File: config.mk
export PLATFORM = sky130hd
export DESIGN_NAME = alt_vipcts131_common_control_packet_decoder
export DESIGN_NICKNAME = d
export VERILOG_FILES = /design/src/rtl/alt_vipcts131_common_control_packet_decoder.sv
export SDC_FILE = /design/constraint.sdc
export NUM_CORES = 1
export LEC_CHECK = 0
export BUFFER_PORTS_ARGS = -buffer_cell sky130_fd_sc_hd__buf_2
export CAP_MARGIN = 20
export CELL_PAD_IN_SITES_DETAIL_PLACEMENT = 0
export CELL_PAD_IN_SITES_GLOBAL_PLACEMENT = 2
export CORE_MARGIN = 4
export CORE_UTILIZATION = 34
export CTS_BUF_LIST = sky130_fd_sc_hd__clkbuf_8
export DETAILED_ROUTE_END_ITERATION = 10
export PLACE_DENSITY = 0.78
export SLEW_MARGIN = 20
export SYNTH_ARGS = -nofsm -noshare
export SYNTH_HDL_FRONTEND = slang
export SYNTH_SLANG_ARGS = --single-unit
File: constraint.sdc
create_clock -name clk -period 3 [get_ports clk]
set_clock_uncertainty 0.1 [all_clocks]
set_input_delay 0.45 -clock clk [delete_from_list [all_inputs] [get_ports clk]]
set_output_delay 0.45 -clock clk [all_outputs]
set_load 0.05 [all_outputs]
File: src/rtl/alt_vipcts131_common_control_packet_decoder.sv
// Avalon-ST VIP packet decoder: forwards video payload, decodes control packets
// into width/height/interlaced, and discards all other packet types.
// Optional dout_sop output is enabled by defining ALT_VIP_DECODER_VIDEO_SOP_EN.
module alt_vipcts131_common_control_packet_decoder #(
  parameter int BITS_PER_SYMBOL  = 8,
  parameter int SYMBOLS_PER_BEAT = 3
) (
  input  logic                                        clk,
  input  logic                                        rst,
  output logic                                        din_ready,
  input  logic                                        din_valid,
  input  logic                                        din_sop,
  input  logic                                        din_eop,
  input  logic [BITS_PER_SYMBOL*SYMBOLS_PER_BEAT-1:0] din_data,
  input  logic                                        dout_ready,
  output logic                                        dout_valid,
  output logic [BITS_PER_SYMBOL*SYMBOLS_PER_BEAT-1:0] dout_data,
`ifdef ALT_VIP_DECODER_VIDEO_SOP_EN
  output logic                                        dout_sop,
`endif
  output logic                                        end_of_video,
  output logic [15:0]                                 width,
  output logic [15:0]                                 height,
  output logic [3:0]                                  interlaced,
  output logic                                        vip_ctrl_valid
);

  localparam int unsigned NIBBLES = 9;

  typedef enum logic [1:0] {IDLE, VIDEO, CTRL, DISCARD} state_t;

  state_t                    state, state_next;
  logic                      accept, header, payload, commit;
  logic [3:0]                pkt_type;
  logic [3:0]                count, count_next;
  logic [NIBBLES-1:0][3:0]   shadow, shadow_next;

  assign accept   = din_valid & din_ready;
  assign header   = accept & din_sop;
  assign payload  = accept & ~din_sop;
  assign pkt_type = din_data[3:0];

  always_ff @(posedge clk) begin
    if (rst) state <= IDLE;
    else     state <= state_next;
  end

  // A sop beat is decoded as a header in every state, abandoning any packet in flight.
  always_comb begin
    state_next = state;
    if (header) begin
      if (din_eop)                 state_next = IDLE;
      else if (pkt_type == 4'h0)   state_next = VIDEO;
      else if (pkt_type == 4'hF)   state_next = CTRL;
      else                         state_next = DISCARD;
    end else if (payload && din_eop) begin
      state_next = IDLE;
    end
  end

  always_comb begin
    din_ready    = 1'b1;
    dout_valid   = 1'b0;
    end_of_video = 1'b0;
    if (state == VIDEO) begin
      din_ready    = dout_ready;
      dout_valid   = din_valid & ~din_sop;
      end_of_video = din_valid & din_eop & ~din_sop;
    end
  end

  assign dout_data = din_data;

  // Symbol s of the current beat lands in nibble slot count+s; slots past the last are dropped.
  always_comb begin
    shadow_next = shadow;
    for (int unsigned k = 0; k < NIBBLES; k++)
      for (int unsigned s = 0; s < SYMBOLS_PER_BEAT; s++)
        if (32'(count) + s == k)
          shadow_next[k] = din_data[s*BITS_PER_SYMBOL +: 4];
    if (32'(count) + SYMBOLS_PER_BEAT >= NIBBLES) count_next = 4'(NIBBLES);
    else                                          count_next = count + 4'(SYMBOLS_PER_BEAT);
  end

  assign commit = (state == CTRL) & payload & din_eop & (count_next == 4'(NIBBLES));

  always_ff @(posedge clk) begin
    if (rst) begin
      count          <= '0;
      shadow         <= '0;
      width          <= '0;
      height         <= '0;
      interlaced     <= '0;
      vip_ctrl_valid <= 1'b0;
    end else begin
      vip_ctrl_valid <= commit;
      if (header) begin
        count <= '0;
      end else if (state == CTRL && payload) begin
        count  <= count_next;
        shadow <= shadow_next;
      end
      if (commit) begin
        width      <= {shadow_next[0], shadow_next[1], shadow_next[2], shadow_next[3]};
        height     <= {shadow_next[4], shadow_next[5], shadow_next[6], shadow_next[7]};
        interlaced <= shadow_next[8];
      end
    end
  end

`ifdef ALT_VIP_DECODER_VIDEO_SOP_EN
  logic sop_pending;

  always_ff @(posedge clk) begin
    if (rst)                          sop_pending <= 1'b0;
    else if (header)                  sop_pending <= (pkt_type == 4'h0) & ~din_eop;
    else if (dout_valid & dout_ready) sop_pending <= 1'b0;
  end

  assign dout_sop = sop_pending & dout_valid;
`endif

endmodule

==> results.md, run 1 <==
- Setup repair bufs after CTS: 0
- Clk sink count: 79
- Synth warnings: 0
- Worst-path cell chain: inv_1 > ha_1 > nor2b_1 > o2111ai_1 > nor4b_2 > buf_4 > nor2_1 > a211oi_1
- Worst path required time: 3170 ps
- Crit Reg-Reg Endpoint: height[10]$_SDFFE_PP0P_
- Wire per inst: 18.12 um
- Setup crit start kind: register
- Setup TNS: 0 ps
- CTS tree: done
- Area delta synth->final: 10.41%
- DRT Wirelength: 13.32 mm
- Top cell type's share of synthesized area: 0.3365
- Vias in the first global route: 3898
- Hold path depth: 3
- Effective utilization at floorplan: 0.3507
- Hold Buf Count CTS: 0
- Buffers plus inverters on the worst setup path: 2
- Min Clock Period, post-route: 2742 ps
- H-tree levels: 3
- Synth top cells by count: dfxtp_1 (79), nor2_1 (78), nand2_1 (48)
- Crit-path slowest cell: dfxtp_1
- Count leader, synth: dfxtp_1
- Via density: 5.444
- Syn nets: 568
- Top cells by area, synth: dfxtp_1 (34%), mux2i_1 (7.9%), a311oi_1 (7.5%)
- Clock-pin slew on the worst setup and hold paths: 80 ps
- Placer's final routability congestion estimate: 0.9016
- Die ar.: 15770 um^2
- CORE AREA: 13400 um^2
- Share of flip-flops with an asynchronous set or reset: 0
- Share of layout cells above drive strength 1: 0.2558
- Ports: 94
- HP Start: din_eop
- Syn avg cell area: 8.884 um^2
- Cts bufs inserted: 9
- Clk Latency, worst-skew pair: 370 ps
- Type of the most critical hold path: input pin to register
- Status: completed
- Worst vdd ir: 0.3187 mV
- Register-to-Register Setup Slack: 260 ps
- DP Area: 5014 um^2
- Power per cell area: 382.1 nW/um^2
- Crit path kind: register to register
- Delay-heaviest family, CP: simple AND/OR/NAND/NOR gates
- Arr. time, crit path: 2920 ps
- Design Area, Final: 5189 um^2
- Main flop type after synthesis: dfxtp_1
- Area leader, netlist: dfxtp_1
- Final setup vio count: 0
- Mapped cell area: 4700 um^2
- Die outline height: 125.6 um
- IO buf count: 69
- Reg-to-reg startpoint: count[1]$_SDFFE_PP0P_
- P_leak: 1.954 nW
- Final critical-path share of the clock period: 0.9141
- Worst Setup End Kind: register
- Die width: 125.6 um
- Max Fanout on Critical Path: 28
- Post-synth EDFFs: 0
- First-pass GRT wire length: 21.27 mm
- Max Slew Vio Count: 0
- Fmax: 364.7 MHz
- GRT Overall Usage: 0.1687
- Max Cap Violations: 0
- Drc violations: 0
- CTS root buffer: clkbuf_8
- R2R cell count: 8
- Gr ovfl total: 0
- Max-slew headroom: 0.4930
- Seq/Total Area, Yosys: 0.3365
- DR vias: 4001
- Antenna cell count: 0
- PostCTS Resize Cnt: 0
- Min-Delay Endpoint: vip_ctrl_valid$_SDFF_PP0_
- Final nets: 593
- #FFs+latches synth: 79
- RSZ-0062 raised after global routing: no
- Number of cells on the critical path: 8
- Hold Fails Final Rpt: 0
- First-pass DRT Iterations: 5
- Worst-Margin Slew: 760.5 ps
- Yosys cell types: 48
- Post-DP HPWL: 8.861 mm
- Critical path's largest stage delay: 480 ps
- Rows: 42
- DRT iter0 DRCs: 342
- Synth Instances: 529
- Pin count of the biggest net entering global routing: 75
- Initial antenna violation count: 1
- CTS Buffer Depth: 2
- Final ANT Viol Nets: 0
-- cells by family (layout without fill, tap and decap cells) --
group | count (synthesis) | in the layout | share of synthesized area
xor+xnor | 3 | 3 | 0.005592
buf+inv | 73 | 103 | 0.08706
compound gates | 112 | 112 | 0.1914
flops | 79 | 79 | 0.3365
simple gates | 184 | 184 | 0.1999
mux | 69 | 69 | 0.1555
fa+ha+maj | 9 | 9 | 0.02396
-- per-stage QoR --
| step | hold slack (ps) | utilization | power (mW) | cells | setup WS (ps) |
|---|---|---|---|---|---|
| after floorplan | 374.8 | - | 1.267 | 529 | 403.8 |
| after global placement | 380.9 | 0.3741 | 1.275 | 719 | 457.6 |
| after detailed placement | 388.8 | 0.3741 | 1.275 | 719 | 289.2 |
| after CTS | 254.6 | 0.3872 | 2.019 | 735 | 264.0 |
| after global routing | 281.8 | 0.3872 | 2.065 | 735 | 0.6795 |
| final | 285.5 | 0.3872 | 1.983 | 735 | 257.7 |
-- state kept, by name (all words and copies together), names as in the netlist --
| register | count |
|---|---|
| state | 2 |
| count | 4 |
| height | 16 |
| interlaced | 4 |
| width | 16 |
| vip_ctrl_valid | 1 |
| shadow | 36 |
-- layout by cell type (no fill, tap or decap), types with 12 or more instances in the layout --
cell and instances:
a211oi_1 33, a311oi_1 40, buf_2 69, buf_4 12, dfxtp_1 79, mux2_2 26
mux2i_1 37, nand2_1 48, nor2_1 78, o211ai_1 21
-- worst max-delay path by stage --
stage                               start                       to  slack [ps]
floorplan                       din_valid             end_of_video         400
global placement    count[1]$_SDFFE_PP0P_   height[3]$_SDFFE_PP0P_         460
global route        count[1]$_SDFFE_PP0P_   height[8]$_SDFFE_PP0P_         0.7
CTS                 count[1]$_SDFFE_PP0P_    width[6]$_SDFFE_PP0P_         260
detailed placement  count[1]$_SDFFE_PP0P_    width[6]$_SDFFE_PP0P_         290
finish              count[1]$_SDFFE_PP0P_  height[10]$_SDFFE_PP0P_         260
-- cell type report --
| cell class | count | area, um^2 |
|---|---|---|
| Clock buffer | 11 | 151.4 |
| Clock inverter | 5 | 23.77 |
| Fill cell | 1404 | 8212 |
| Inverter | 4 | 15.01 |
| Multi-Input combinational cell | 377 | 2721 |
| Sequential cell | 79 | 1582 |
| Tap cell | 176 | 220.2 |
| Timing Repair Buffer | 83 | 475.5 |
-- tightest hold or removal path, delay by kind of cell --
kind          cells  cell delay (ps)
simple gates      2              130
buf+inv           1              130
-- power by group --
| group | switching, mW | internal, mW |
|---|---|---|
| Combinational | 0.136 | 0.0521 |
| Sequential | 0.00586 | 1.06 |
| Clock | 0.394 | 0.337 |
| Total | 0.536 | 1.45 |
-- metal layers --
metal / up-vias / GRT usage / wire length, um
met5: - / 0 / 0
met4: 0 / 0.05931 / 274
met3: 24 / 0.04307 / 690
met2: 123 / 0.2659 / 6236
met1: 1882 / 0.2240 / 6116
li1: 1972 / - / -
(Power assumes the default switching activity.)
==> run 2: changes to the inputs <==
==> constraint.sdc (replaced) <==
create_clock -name clk -period 2.6 [get_ports clk]
set_clock_uncertainty 0.1 [all_clocks]
set_input_delay 0.39 -clock clk [delete_from_list [all_inputs] [get_ports clk]]
set_output_delay 0.39 -clock clk [all_outputs]
set_load 0.05 [all_outputs]
==> results.md, run 2 (synthesis gave the netlist of run 1 again) <==
- Clk sink count: 79 (unchanged)
- Total power: 2.515 mW (+27%)
- Gr ovfl total: 0 (unchanged)
- Fmax: 409.9 MHz (+12%)
- Final ANT Viol Nets: 0 (unchanged)
- DR vias: 4069 (+1.7%)
- Crit path kind: register to register
- Clk Latency, worst-skew pair: 370 ps (about the same)
- Drc violations: 0 (unchanged)
- CORE AREA: 13400 um^2 (unchanged)
- DRT Wirelength: 13.61 mm (+2.2%)
- Max-slew headroom: 0.4680 (-0.02500)
- DRT iter0 DRCs: 256 (-25%)
- Dpl cells: 725 (+0.83%)
- Post-DP HPWL: 8.955 mm (+1.1%)
- Placer's final routability congestion estimate: 0.8360 (-7.3%)
- Ports: 94 (unchanged)
- DP Area: 5046 um^2 (+0.65%)
- Antenna cell count: 0 (unchanged)
- Status: completed
- Effective utilization at floorplan: 0.3507 (unchanged)
- Area delta synth->final: 13.37%
- Min Clock Period, post-route: 2440 ps (-302.4 ps)
- Worst Setup End Kind: register
- First-pass DRT Iterations: 4 (-1)
- Hold Buf Count CTS: 0 (unchanged)
- Die outline height: 125.6 um (unchanged)
- Via density: 5.476 (+0.60%)
- Final critical-path share of the clock period: 0.9384 (+0.02431)
- Share of layout cells above drive strength 1: 0.2734 (+0.01755)
- CTS tree: done
- Worst-Margin Slew: 798.0 ps (+37.50 ps)
- Initial antenna violation count: 0 (-1)
- P_leak: 2.016 nW (+3.1%)
- Die ar.: 15770 um^2 (unchanged)
- Die width: 125.6 um (unchanged)
- IO buf count: 69 (unchanged)
- Setup crit start kind: register
- CTS root buffer: clkbuf_8
- Final core utilization: 0.3976 (+0.01036)
- Delay-heaviest family, CP: buffers and inverters
- Arr. time, crit path: 2580 ps (-340 ps)
- Worst path required time: 2740 ps (-430 ps)
- CTS Buffer Depth: 2 (unchanged)
- Critical path's largest stage delay: 420 ps (-60 ps)
- GRT Overall Usage: 0.1714 (+0.002758)
- Buffers plus inverters on the worst setup path: 3 (+1)
- Pin count of the biggest net entering global routing: 75 (unchanged)
- Worst vdd ir: 0.2878 mV (-9.7%)
- Largest reg by FF count: shadow
- Power per cell area: 472.1 nW/um^2 (+24%)
- Hold Fails Final Rpt: 0 (unchanged)
- Largest registers: shadow (36), height (16), width (16)
- Most frequent cells in the layout: nor2_1 (78), dfxtp_1 (78), buf_2 (69)
- Number of flip-flops in the largest register: 36 (unchanged)
- Clock-pin slew on the worst setup and hold paths: 90 ps (about the same)
- Final nets: 601 (+1.3%)
- First-pass GRT wire length: 21.74 mm (+2.2%)
- Max Slew Vio Count: 0 (unchanged)
- H-tree levels: 3 (unchanged)
- Cts bufs inserted: 9 (unchanged)
- Wire per inst: 18.32 um (+1.1%)
- Crit-path slowest cell: dfxtp_2
- Worst-path cell chain: inv_1 > ha_1 > nor2b_1 > o2111ai_1 > nor4b_4 > buf_4 > clkbuf_4 > a311oi_1
- Design Area, Final: 5328 um^2 (+2.7%)
- Vias in the first global route: 3937 (+1.0%)
- Max Cap Violations: 0 (unchanged)
- Rows: 42 (unchanged)
- Final setup vio count: 0 (unchanged)
- Type of the most critical hold path: input pin to register
- Final Non-Filler Cells: 743 (+1.1%)
- Max Fanout on Critical Path: 16 (-43%)
-- run 2: changes by cell type in the layout (fill, tap and decap cells not counted), sizes merged --
cell      change
buf           +6
bufinv        +2
clkbuf        +2
clkinv        -3
clkinvlp      +2
inv           -1
-- run 2: timing repair --
action                                  CTS  global route
setup buffers                             0             1
endpoints found under the setup margin   25            39
gates resized for setup                   0             9
gates cloned                              0             1
-- run 2: through the flow --
stage / setup TNS, ps / setup slack (ps) / hold slack, ps
after floorplan: 0 / 123.8 / 374.8
after global placement: 0 / 83.38 / 382.8
after detailed placement: -61.23 / -30.32 / 387.9
after CTS: -433.5 / -52.32 / 212.6
after global routing: -34.02 / -11.81 / 229.9
final: 0 / 160.2 / 223.0
-- run 2: routing by layer --
layer  share of wire  track usage  up-vias
met5               0            0        -
met4           0.029      0.06059        0
met3           0.047      0.03454       27
met2            0.46       0.2725      132
met1            0.47       0.2313     1909
li1                -            -     2001
-- run 2: final cells by class --
cell class	instances	area (um^2)
fill	1385	8073
multi-input combinational	377	2741
sequential	79	1583
timing repair buffer	91	536.8
tap	176	220.2
clock buffer	11	151.4
clock inverter	5	80.08
inverter	4	15.01
-- run 2: report_power, final --
part	leakage, nW	switching [mW]	internal, mW
sequential	0.638	0.00673	1.22
combinational	1.27	0.157	0.0618
clock	0.112	0.478	0.591
total	2.02	0.642	1.87
-- run 2: tightest hold or removal path, delay by kind of cell --
family,cells,cell delay [ps]
buffers and inverters,1,120
and+or+nand+nor,2,130
-- run 2: final timing paths --
path / start / slack [ps] / endpoint / depth (start not counted)
setup / recovery: count[1]$_SDFFE_PP0P_ / 160 / width[10]$_SDFFE_PP0P_ / 8
hold / removal: din_eop / 220 / vip_ctrl_valid$_SDFF_PP0_ / 3
setup reg to reg: count[1]$_SDFFE_PP0P_ / 160 / width[10]$_SDFFE_PP0P_ / 8
hold reg to reg: width[3]$_SDFFE_PP0P_ / 400 / width[3]$_SDFFE_PP0P_ / 2
